==> src/rtl/game_session_ctrl.sv <==
// Session sequencer between the key inputs, game_logic and the renderer.
// Walks clear -> title -> play <-> pause -> over/won -> clear, drives the
// game_logic reset and update enable, picks the screen overlay and latches
// the last and best score. Single clock domain (vga_clk).
//
// Ports:
//   vga_clk     pixel clock, sole clock
//   reset       synchronous active-high reset
//   upd_tick    one-cycle pulse per game update
//   key_any     OR of direction keys (synchronised level)
//   key_pause   pause key (synchronised level)
//   game_over   collision level from game_logic
//   game_won    max-tail level from game_logic
//   tail_count  current score from game_logic
//   game_rst    reset to game_logic
//   game_run    update enable to game_logic
//   screen_sel  overlay: 00 title, 01 play, 10 over, 11 won
//   paused      high while paused
//   last_score  score latched at the end of the last game
//   best_score  maximum last_score since reset
module game_session_ctrl #(
  parameter int unsigned TAIL_W      = 8,
  parameter int unsigned CLEAR_TICKS = 2,
  parameter int unsigned HOLD_TICKS  = 60,
  parameter int unsigned CNT_W       = 8
) (
  input  logic              vga_clk,
  input  logic              reset,
  input  logic              upd_tick,
  input  logic              key_any,
  input  logic              key_pause,
  input  logic              game_over,
  input  logic              game_won,
  input  logic [TAIL_W-1:0] tail_count,
  output logic              game_rst,
  output logic              game_run,
  output logic [1:0]        screen_sel,
  output logic              paused,
  output logic [TAIL_W-1:0] last_score,
  output logic [TAIL_W-1:0] best_score
);

  typedef enum logic [2:0] {
    StClear,
    StTitle,
    StPlay,
    StPause,
    StOver,
    StWon
  } state_e;

  localparam logic [CNT_W-1:0] ClearCnt = CNT_W'(CLEAR_TICKS);
  localparam logic [CNT_W-1:0] HoldCnt  = CNT_W'(HOLD_TICKS);

  state_e            state_q, state_d;
  logic [CNT_W-1:0]  cnt_q, cnt_d;
  logic [CNT_W-1:0]  cnt_inc;
  logic              key_any_q, key_pause_q;
  logic              any_rise, pause_rise;
  logic [TAIL_W-1:0] last_q, last_d;
  logic [TAIL_W-1:0] best_q, best_d;
  logic              game_rst_q, game_rst_d;
  logic              game_run_q, game_run_d;
  logic [1:0]        screen_sel_q, screen_sel_d;
  logic              paused_q, paused_d;

  // Edge registers run in every state so a key held across a state change
  // never fires in the new state.
  assign any_rise   = key_any & ~key_any_q;
  assign pause_rise = key_pause & ~key_pause_q;
  assign cnt_inc    = cnt_q + CNT_W'(1);

  always_comb begin
    state_d = state_q;
    cnt_d   = cnt_q;
    last_d  = last_q;
    best_d  = best_q;

    case (state_q)
      StClear: begin
        if (upd_tick) begin
          if (cnt_inc == ClearCnt) begin
            cnt_d   = '0;
            state_d = StTitle;
          end else begin
            cnt_d = cnt_inc;
          end
        end
      end
      StTitle: begin
        if (any_rise) begin
          state_d = StPlay;
        end
      end
      StPlay: begin
        if (game_won || game_over) begin
          state_d = game_won ? StWon : StOver;
          last_d  = tail_count;
          best_d  = (tail_count > best_q) ? tail_count : best_q;
          cnt_d   = '0;
        end else if (pause_rise) begin
          state_d = StPause;
        end
      end
      StPause: begin
        if (pause_rise) begin
          state_d = StPlay;
        end
      end
      StOver, StWon: begin
        // Rises before the hold expires are simply dropped.
        if (any_rise && (cnt_q == HoldCnt)) begin
          state_d = StClear;
          cnt_d   = '0;
        end else if (upd_tick && (cnt_q != HoldCnt)) begin
          cnt_d = cnt_inc;
        end
      end
      default: begin
        state_d = StClear;
        cnt_d   = '0;
      end
    endcase
  end

  // Outputs are decoded from the next state and registered, so they move in
  // the same cycle as the state register.
  always_comb begin
    game_rst_d   = 1'b0;
    game_run_d   = 1'b0;
    screen_sel_d = 2'b00;
    paused_d     = 1'b0;
    case (state_d)
      StClear, StTitle: game_rst_d = 1'b1;
      StPlay: begin
        game_run_d   = 1'b1;
        screen_sel_d = 2'b01;
      end
      StPause: begin
        paused_d     = 1'b1;
        screen_sel_d = 2'b01;
      end
      StOver:  screen_sel_d = 2'b10;
      StWon:   screen_sel_d = 2'b11;
      default: game_rst_d = 1'b1;
    endcase
  end

  always_ff @(posedge vga_clk) begin
    if (reset) begin
      state_q      <= StClear;
      cnt_q        <= '0;
      key_any_q    <= 1'b0;
      key_pause_q  <= 1'b0;
      last_q       <= '0;
      best_q       <= '0;
      game_rst_q   <= 1'b1;
      game_run_q   <= 1'b0;
      screen_sel_q <= 2'b00;
      paused_q     <= 1'b0;
    end else begin
      state_q      <= state_d;
      cnt_q        <= cnt_d;
      key_any_q    <= key_any;
      key_pause_q  <= key_pause;
      last_q       <= last_d;
      best_q       <= best_d;
      game_rst_q   <= game_rst_d;
      game_run_q   <= game_run_d;
      screen_sel_q <= screen_sel_d;
      paused_q     <= paused_d;
    end
  end

  assign game_rst   = game_rst_q;
  assign game_run   = game_run_q;
  assign screen_sel = screen_sel_q;
  assign paused     = paused_q;
  assign last_score = last_q;
  assign best_score = best_q;

endmodule
==> config.mk <==
export PLATFORM = sky130hd
export DESIGN_NAME = game_session_ctrl
export DESIGN_NICKNAME = d
export VERILOG_FILES = /design/src/rtl/game_session_ctrl.sv
export SDC_FILE = /design/constraint.sdc
export NUM_CORES = 1
export LEC_CHECK = 0
export BUFFER_PORTS_ARGS = -buffer_cell sky130_fd_sc_hd__buf_2
export CORE_ASPECT_RATIO = 1.75
export CORE_UTILIZATION = 60
export CTS_BUF_LIST = sky130_fd_sc_hd__clkbuf_4 sky130_fd_sc_hd__clkbuf_8
export CTS_CLUSTER_SIZE = 8
export DETAILED_ROUTE_END_ITERATION = 8
export PLACE_DENSITY_LB_ADDON = 0.12
export REMOVE_ABC_BUFFERS = 1
export SKIP_CTS_REPAIR_TIMING = 1
export SLEW_MARGIN = 5
export SYNTH_ARGS = -nofsm -noshare
export SYNTH_HDL_FRONTEND = slang
export SYNTH_SLANG_ARGS = --single-unit
==> constraint.sdc <==
create_clock -name vga_clk -period 6.9 [get_ports vga_clk]
set_input_delay 0.69 -clock vga_clk [delete_from_list [all_inputs] [get_ports vga_clk]]
set_output_delay 0.69 -clock vga_clk [all_outputs]
set_load 0.05 [all_outputs]
==> summary.md, run 1 <==
| Metric | Value |
|---|---|
| Status | completed |
| Synth area leader | dfxtp_1 |
| Final WS setup | ~4.4 ns |
| Largest family of logic cells by synthesized area | simple AND/OR/NAND/NOR gates |
| Slew at the pin closest to its max-slew limit | ~0.9 ns |
| Worst Path Buf+Inv | 0 |
| Leakage dissipation | 0.000909 uW |
| Post-DR wirelength/cell | 14.7 um |
| H-tree depth | 2 |
| I/O pin count | 36 |
| Clock Path Buffers | 2 |
| Primary FF master, synth | dfxtp_1 |
| Total power per unit cell area | between 150 and 200 nW/um^2 |
| CP max FO | 8 |
| DP Worst Slack | 4.36 ns |
| DRT Pass-1 Iters | 5 |
| Worst-Skew Late Latency | 0.28 ns |
| Rel. slew slack | 40.6% |
| Row count | 27 |
| XOR/XNOR share of the synthesized area | less than 1% |
| Critical Path Start Type | flop |
| Global-route wire length before repair | 7.56 mm |
| R2r startpoint | cnt_q[0] |
| Reg2Reg Depth | 6 |
| Ant. Diodes | 0 |
| Sequential Power Share | 46.0% |
| DR DRC count | 0 |
| RSZ-0062 raised after global routing | false |
| Mapped cell area | 2060 um^2 |
| GRT Total Usage | around 28% |
| Routed wire length | around 4.6 mm |
| Gate power share | 12.0% |
| Register area share after synthesis | about a third |
| Number of synthesized flops with an enable pin | 0 |
| Die width | 46.2 um |
| Hold Violations, Final | 0 |
| R2r setup slk | about 4.4 ns |
| Syn Inst Count | 246 |
| Overall Power | 441 uW |
| CP Class | flop to flop |
| CTS tree | yes |
| Vias in the first global route | 1797 |
| Largest net degree at the start of global routing | between 40 and 50 |
| Worst path slowest cell | or4_1 |
| Inserted Clock Buffers | 5 |
| Cell chain of the critical path | ha_1 > nand3_1 > or4_1 > a311o_1 > a211oi_1 > nor4_1 |
| Vias/cell | 6.08 |
| Hold path startpoint | last_score[7] |
| Worst Hold Path Cells | 2 |
| Clk pwr share | 42.1% |
| Yosys cell types | 52 |
| Critical Path AT | 2.64 ns |
| IO Port Bufs | 35 |
| Critical path's largest stage delay | 0.49 ns |
| Crit-path leading delay family | compound AO/OA/AOI/OAI gates |
| Final setup viols | 0 |
| Area contributors post-synth | dfxtp_1 (33%), ha_1 (6.7%), o211ai_1 (6.2%), nor2_1 (5.1%), mux2i_1 (4.9%) |
| Hold Path End | last_score[7] |
| GPL Wtd Cong | between 0.8 and 0.9 |
| Simple-Gate Fraction of Synth Area | 25.9% |
| Share of cells above drive strength 1 | 17.6% |
| Worst min-delay path class | flop to flop |
| Compound-gate portion of the synthesized area | 22.1% |
| Adder-cell area share of the yosys netlist | 6.70% |
| Pins over their slew limit | 0 |
| Ys async rst share | 0% |
| Nets | 298 |
| Setup TNS | 0 ns |
| Initial DRC count | between 60 and 70 |
| Total number of vias | roughly 1900 |
| Clock-pin slew on the worst setup and hold paths | 0.07 ns |
| Crit path time final | approximately 2.5 ns |
| YS warnings | 0 |
| Peak VDD IR | ~0.00016 V |
| Switching share of power | 24.1% |
| Internal | between 300 and 400 uW |
| Post-synth top area share | 33.1% |
| Sw power | 107 uW |
| Final period util | 36.3% |
| Final HPWL DP | 3.35 mm |
| Setup Skew | 0.00310 ns |
| Yosys reg bits | 34 |
| Syn avg cell area | roughly 8.4 um^2 |
| Core area | 3210 um^2 |
| Antenna violations before repair | 0 |
| Initial Util | 64.1% |
| Grt ovf | 0 |
| Antenna violation net count after detailed routing | 0 |
| Worst path required time | 7.04 ns |
| Fmax | between 0.3 and 0.4 GHz |
| CTS Sinks | 34 |
| Max-cap violations | 0 |
| Die H | ~79 um |
| Multiplexer share of the synthesized area | 5.42% |
| Area growth from synthesis to layout | 13.2% |
| Die area | 3670 um^2 |
| Capturing point of the worst reg2reg path | cnt_q[4] |
| CTS root buf | clkbuf_8 |
| Crit end category | flop |
[worst min-delay path, delay by kind of cell, from the launching register on]
family           cells  cell delay [ns]
flip-flops           1             0.32
multiplexers         1             0.06
AND/OR/NAND/NOR      1             0.07
[registers in the layout (all words and copies together) (netlist names), 2 cells and up]
register	count
last_score	8
best_score	8
cnt_q	8
screen_sel	2
state_q	3
[logic make-up after synthesis]
logic type      count (synthesis)
mux                            11
flops                          34
buf+inv                        29
fa+ha+maj                      11
xor+xnor                        2
compound gates                 62
simple gates                   97
[layout make-up]
type                    count  area (um^2)
well taps                  43         53.8
multi-input cells         183         1250
inverters                  12         45.0
flip-flops and latches     34          681
fillers                   288          882
clock buffers               6         82.6
clock inverters             1         30.0
repair buffers             36          183
[per-stage QoR]
stage | hold WS [ns] | utilization (%) | std cells | instance area (um^2)
after global routing | 0.511 | 72.5 | 315 | 2330
after global placement | 0.470 | 69.0 | 308 | 2210
after floorplan | 0.485 | - | 229 | 1980
final | 0.489 | 72.5 | 315 | 2330
after detailed placement | 0.475 | 69.0 | 308 | 2210
after CTS | 0.493 | 72.5 | 315 | 2330
[worst max path at each step]
stage / start / end / slack (ns) / cells past startpoint
3_3_place_gp: tail_count[7] / best_score[2] / 4.41 / 7
3_5_place_dp: tail_count[7] / best_score[0] / 4.36 / 7
5_1_grt: cnt_q[0] / cnt_q[4] / 4.23 / 6
2_1_floorplan: game_over / best_score[1] / 4.57 / 4
4_1_cts: cnt_q[0] / cnt_q[4] / 4.41 / 6
6_report: cnt_q[0] / cnt_q[4] / 4.40 / 6
[power groups by stage]
stage,clock (uW),combinational (uW),sequential (uW)
after global placement,0,51.3,207
after CTS,190,52.7,203
after detailed placement,0,52.3,207
final,186,52.8,203
after global routing,196,58.0,203
after floorplan,0,29.7,211
[per-layer routing]
layer  vias to the layer above  wire [um]  GRT usage [%]  part of all wire [%]
met5                         -          0              0                     0
li1                        950          -              -                     -
met3                        17        143           4.52                   3.1
met2                        55       2530           49.4                    55
met1                       893       1770           27.8                    38
met4                         0        186           17.9                   4.0
[cells in the mapped netlist, types with 2 or more instances]
master and count:
nor3_1 6, a21o_1 3, a21oi_1 10, nor2b_1 6
and2_1 2, nand4b_1 3, mux2i_1 10, inv_1 12
or4_1 2, nor3b_1 2, ha_1 11, and4_1 2
clkbuf_1 7, xnor2_1 2, buf_1 3, and3_1 2
nor2_1 28, nor4_1 4, nand3_1 2, o211ai_1 17
nor4b_1 8, o21ai_0 6, buf_4 2, a22oi_1 8
nand2_1 17, o21a_1 3, nand2b_1 6, buf_2 5
dfxtp_1 34
[cells in the final DEF, fill, tap and decap left out, types with 3 or more instances in the layout]
cell	n
mux2i_1	10
dfxtp_1	34
a22oi_1	8
nand4b_1	3
nor3_1	6
a21o_1	3
o211ai_1	17
o21ai_0	6
ha_1	11
nor4b_1	8
nor2b_1	6
o21a_1	3
nor2_1	28
nor4_1	4
nand2b_1	6
a21oi_1	10
nand2_1	17
buf_2	35
clkbuf_8	6
inv_1	12
Note: power is estimated with default switching activity, not from simulation.
==> run 2, diff against run 1 <==
CORE_UTILIZATION = 58   (was 60)
clock period = 2.5 ns   (was 6.9 ns; I/O delays follow)
==> run 2 against run 1 <==
  * Global-route usage decreased by 0.67 points
  * Sequential power increased to 2.8 times the previous value
  * Count of clock-buffer cells in the layout increased by 1
  * Register-to-register slack got worse by 4.3 ns
  * Flip-flop and latch count unchanged
  * Cell count increased by 3.2%
  * Utilization decreased by 2.1 points
  * Combinational power increased to 2.9 times the previous value
==> summary.md, run 2 (synthesis results as in run 1) <==
| Metric | Value |
|---|---|
| Status | completed |
| RSZ-0062 raised after global routing | false |
| GPL Wtd Cong | 0.859 |
| Ant. Diodes | 0 |
| Row count | 28 |
| Critical Path Start Type | flop |
| Antenna violation net count after detailed routing | 0 |
| Detail Route met2 WL | between 2 and 3 mm |
| Inserted Clock Buffers | 5 |
| Initial Util | 60.5% |
| DR DRC count | 0 |
| FILL cells | 308 |
| Worst-Skew Late Latency | approximately 0.28 ns |
| Internal | 930 uW |
| Sw power | 294 uW |
| Gate power share | approximately 13% |
| Cell chain of the critical path | ha_2 > nand3_1 > or4_1 > a311o_1 > o221a_1 > and2_1 |
| Grt ovf | 0 |
| Sequential Power Share | roughly 46% |
| Final setup viols | 0 |
| Clock Path Buffers | 2 |
| Critical path's largest stage delay | 0.49 ns |
| Nets | 305 |
| CTS Sinks | 34 |
| Worst min-delay path class | input pin to flop |
| CP Class | flop to flop |
| Die H | 80.8 um |
| Routed wire length | 4.96 mm |
| Fmax | 0.425 GHz |
| Die width | ~47 um |
| Global-route wire length before repair | 7.49 mm |
| Vias/cell | 5.92 |
| Total power per unit cell area | approximately 510 nW/um^2 |
| Initial DRC count | 49 |
| Total number of vias | about 1900 |
| Area growth from synthesis to layout | 16.4% |
| Die area | 3800 um^2 |
| Clk pwr share | about two fifths |
| IO Port Bufs | 35 |
| I/O pin count | 36 |
| Commonest cells after routing, fill and taps aside | buf_2 (35), dfxtp_1 (34), nor2_1 (28), o211ai_1 (17), nand2_1 (17) |
| Register area | 681 um^2 |
| Critical Path AT | ~2.5 ns |
| DRT Pass-1 Iters | 4 |
| DP Worst Slack | 0.122 ns |
| Setup TNS | 0 ns |
| Max Used Layer | met4 |
| Final period util | 94.1% |
| CP max FO | 8 |
| Max-cap violations | 0 |
| CTS root buf | clkbuf_8 |
| Clock-pin slew on the worst setup and hold paths | about 0.070 ns |
| Multi-input gate area | 1260 um^2 |
| Crit end category | flop |
| Hold slack | 0.205 ns |
| Share of cells above drive strength 1 | between 20% and 30% |
| Worst path required time | 2.68 ns |
| Switching share of power | 24.0% |
| Most common cell after layout, fill and taps aside | buf_2 |
| Final HPWL DP | 3.68 mm |
| Peak VDD IR | roughly 0.00050 V |
| Post-DR wirelength/cell | 15.2 um |
| Met3 routed WL | 130 um |
| Worst path slowest cell | or4_1 |
| Slew at the pin closest to its max-slew limit | 0.842 ns |
| H-tree depth | 2 |
| Setup Skew | 0.00633 ns |
| Antenna violations before repair | 0 |
| Final WS setup | 0.147 ns |
| Rel. slew slack | 42.4% |
| Crit path time final | between 2 and 2.5 ns |
| CTS tree | yes |
| Pins over their slew limit | 0 |
| Leakage dissipation | ~0.00094 uW |
| Vias in the first global route | 1768 |
| GRT Total Usage | between 20 and 30% |
| Wl on met1 | 1.93 mm |
| Hold Violations, Final | 0 |
| Largest net degree at the start of global routing | 40 |
| Core area | approximately 3400 um^2 |
-- run 2: cell types whose count changed in the layout (fill, tap and decap cells not counted), sizes merged --
| cell | before | now |
|---|---|---|
| buf | 36 | 43 |
| clkbuf | 6 | 7 |
-- run 2: layer usage --
metal	vias to the layer above	global-route usage, %
met3	4	4.89
met4	0	11.7
met2	37	51.0
met1	916	27.2
met5	-	0
li1	968	-
-- run 2: critical path: cells and delay by family, from the launching register on --
family	cells	cell delay (ns)
fa+ha+maj	1	0.28
compound gates	2	0.73
simple gates	3	0.78
flops	1	0.46
-- run 2: final cells by class --
type                    instances  area share, %
multi-input cells             183           52.7
flip-flops and latches         34           28.5
repair buffers                 43           9.83
clock buffers                   7           3.50
well taps                      45           2.35
inverters                      12           1.88
clock inverters                 1           1.26
-- run 2: worst paths after layout --
check           startpoint            end  slack, ns  depth (start not counted)
max               cnt_q[0]       game_run       0.15                          6
max reg2reg       cnt_q[0]       game_run       0.15                          6
min                key_any      key_any_q       0.21                          2
min reg2reg  last_score[4]  last_score[4]       0.50                          2
-- run 2: power by group through the flow --
stage	Combinational [uW]	Sequential, uW	Clock (uW)
floorplan	81.9	581	0
global placement	149	571	0
detailed placement	152	572	0
CTS	152	559	525
global route	166	561	547
finish	153	560	511
-- run 2: metrics by stage --
step	power, uW	utilization (%)	std cells	cell area [um^2]
after CTS	1240	70.1	325	2380
final	1220	70.4	325	2390
after floorplan	663	-	229	1980
after global routing	1270	70.4	325	2390
after global placement	720	66.8	317	2270
after detailed placement	724	66.8	317	2270
==> run 3, diff against run 2 <==
--- a/config.mk
+++ b/config.mk
@@ -9,3 +9,3 @@
 export CORE_ASPECT_RATIO = 1.75
-export CORE_UTILIZATION = 58
+export CORE_UTILIZATION = 40
 export CTS_BUF_LIST = sky130_fd_sc_hd__clkbuf_4 sky130_fd_sc_hd__clkbuf_8
==> constraint.sdc (replaced) <==
create_clock -name vga_clk -period 2.5 [get_ports vga_clk]
set_input_delay 0.5 -clock vga_clk [delete_from_list [all_inputs] [get_ports vga_clk]]
set_output_delay 0.5 -clock vga_clk [all_outputs]
set_load 0.05 [all_outputs]
==> run 3 against run 2 <==
  * Critical path depth did not move
  * Critical path type unchanged
  * Highest routed layer unchanged
  * Maximum frequency grew 1.7%
  * Die area is 43% higher
==> summary.md, run 3 (synthesis results as in run 1) <==
| Metric | Value |
|---|---|
| Global-route wire length before repair | 8.84 mm |
| Fmax | between 0.4 and 0.5 GHz |
| Antenna violations before repair | 0 |
| Ant. Diodes | 0 |
| CTS tree | yes |
| Leakage dissipation | 0.000955 uW |
| Die H | a little under 100 um |
| Commonest cells after routing, fill and taps aside | buf_2 (35), dfxtp_1 (33), nor2_1 (28), o211ai_1 (17), nand2_1 (17) |
| Final setup viols | 0 |
| CP Class | flop to flop |
| Reg2Reg Depth | 6 |
| Total power per unit cell area | between 500 and 600 nW/um^2 |
| Hold Violations, Final | 0 |
| Post-route cell area | 2410 um^2 |
| DP Area | 2300 um^2 |
| CTS Sinks | 34 |
| Total number of vias | 1955 |
| Overall Power | 1240 uW |
| Worst path required time | 2.69 ns |
| Multi-input gate area | 1250 um^2 |
| Share of cells above drive strength 1 | 20.6% |
| Grt ovf | 0 |
| Peak VDD IR | 0.000421 V |
| Crit end category | flop |
| Post-DR wirelength/cell | 15.7 um |
| CP max FO | 6 |
| Final HPWL DP | ~3.9 mm |
| Worst-Skew Late Latency | 0.29 ns |
| Core area | 4930 um^2 |
| GRT Total Usage | roughly a fifth |
| DR DRC count | 0 |
| Die area | 5440 um^2 |
| Final period util | slightly above 90% |
| Max-cap violations | 0 |
| Hold slack | 0.441 ns |
| Most common cell after layout, fill and taps aside | buf_2 |
| Clock Path Buffers | 2 |
| Setup Skew | 0.00587 ns |
| Worst Hold Path Cells | 2 |
| Die width | 56.2 um |
| Setup TNS | 0 ns |
| Antenna violation net count after detailed routing | 0 |
| Crit path time final | 2.31 ns |
| H-tree depth | 2 |
| Register area | 682 um^2 |
| Critical Path AT | 2.50 ns |
| Status | completed |
| FILL cells | roughly 530 |
| GPL Wtd Cong | about 0.85 |
| Largest net degree at the start of global routing | 22 |
| Slew at the pin closest to its max-slew limit | 0.476 ns |
| I/O pin count | 36 |
| Initial Util | 41.7% |
| Vias in the first global route | 1870 |
| Critical Path Start Type | flop |
| DRT Pass-1 Iters | 4 |
| IO Port Bufs | 35 |
| Vias/cell | 5.84 |
| CTS root buf | clkbuf_8 |
| Inserted Clock Buffers | 5 |
| Area growth from synthesis to layout | 17.2% |
| Nets | just over 300 |
| Routed wire length | between 5 and 6 mm |
| Row count | 34 |
| Initial DRC count | 63 |
| Pins over their slew limit | 0 |
| Clock-pin slew on the worst setup and hold paths | 0.07 ns |
| Rel. slew slack | 68.2% |
| Worst min-delay path class | input pin to flop |
| RSZ-0062 raised after global routing | false |
==> run 3: changes by cell type in the layout (fill, tap and decap cells not counted), sizes merged <==
cell	previous run	this run
buf	43	45
clkbuf	7	6
==> run 3: layout make-up <==
type                       instances  area share (%)
multi-input combinational        183            52.0
sequential                        34            28.3
timing repair buffer              45            10.4
clock buffer                       6            3.43
tap                               54            2.80
inverter                          12            1.87
clock inverter                     1            1.25
==> run 3: final timing paths <==
check | startpoint | end | slack (ns)
hold reg to reg | last_score[2] | last_score[2] | 0.49
setup / recovery | cnt_q[1] | game_run | 0.19
setup reg to reg | cnt_q[1] | game_run | 0.19
hold / removal | key_pause | key_pause_q | 0.44
==> run 3: stage by stage <==
stage               utilization [%]  setup slack [ns]  cells
floorplan                         -             0.247    229
global placement               46.5             0.197    328
detailed placement             46.5             0.124    328
CTS                            48.8             0.115    335
global route                   48.8            0.0828    335
finish                         48.8             0.186    335
==> run 3: routing by layer <==
layer	part of all wire (%)	GRT usage, %
met1	41	22.3
met3	2.6	2.81
met5	0	0
met4	2.2	7.50
met2	54	38.0
==> run 3: where the power goes <==
| part | internal, uW | switching, uW | total (uW) |
|---|---|---|---|
| combinational | 61.2 | 94.0 | 155 |
| clock | 319 | 207 | 526 |
| sequential | 551 | 9.85 | 560 |
==> run 3: critical path, cell delays in order (launching register included) <==
cell	delay (ns)
dfxtp_1	0.40
ha_1	0.30
nand3_1	0.16
or4_1	0.50
a311o_1	0.40
o221a_1	0.31
and2_1	0.15
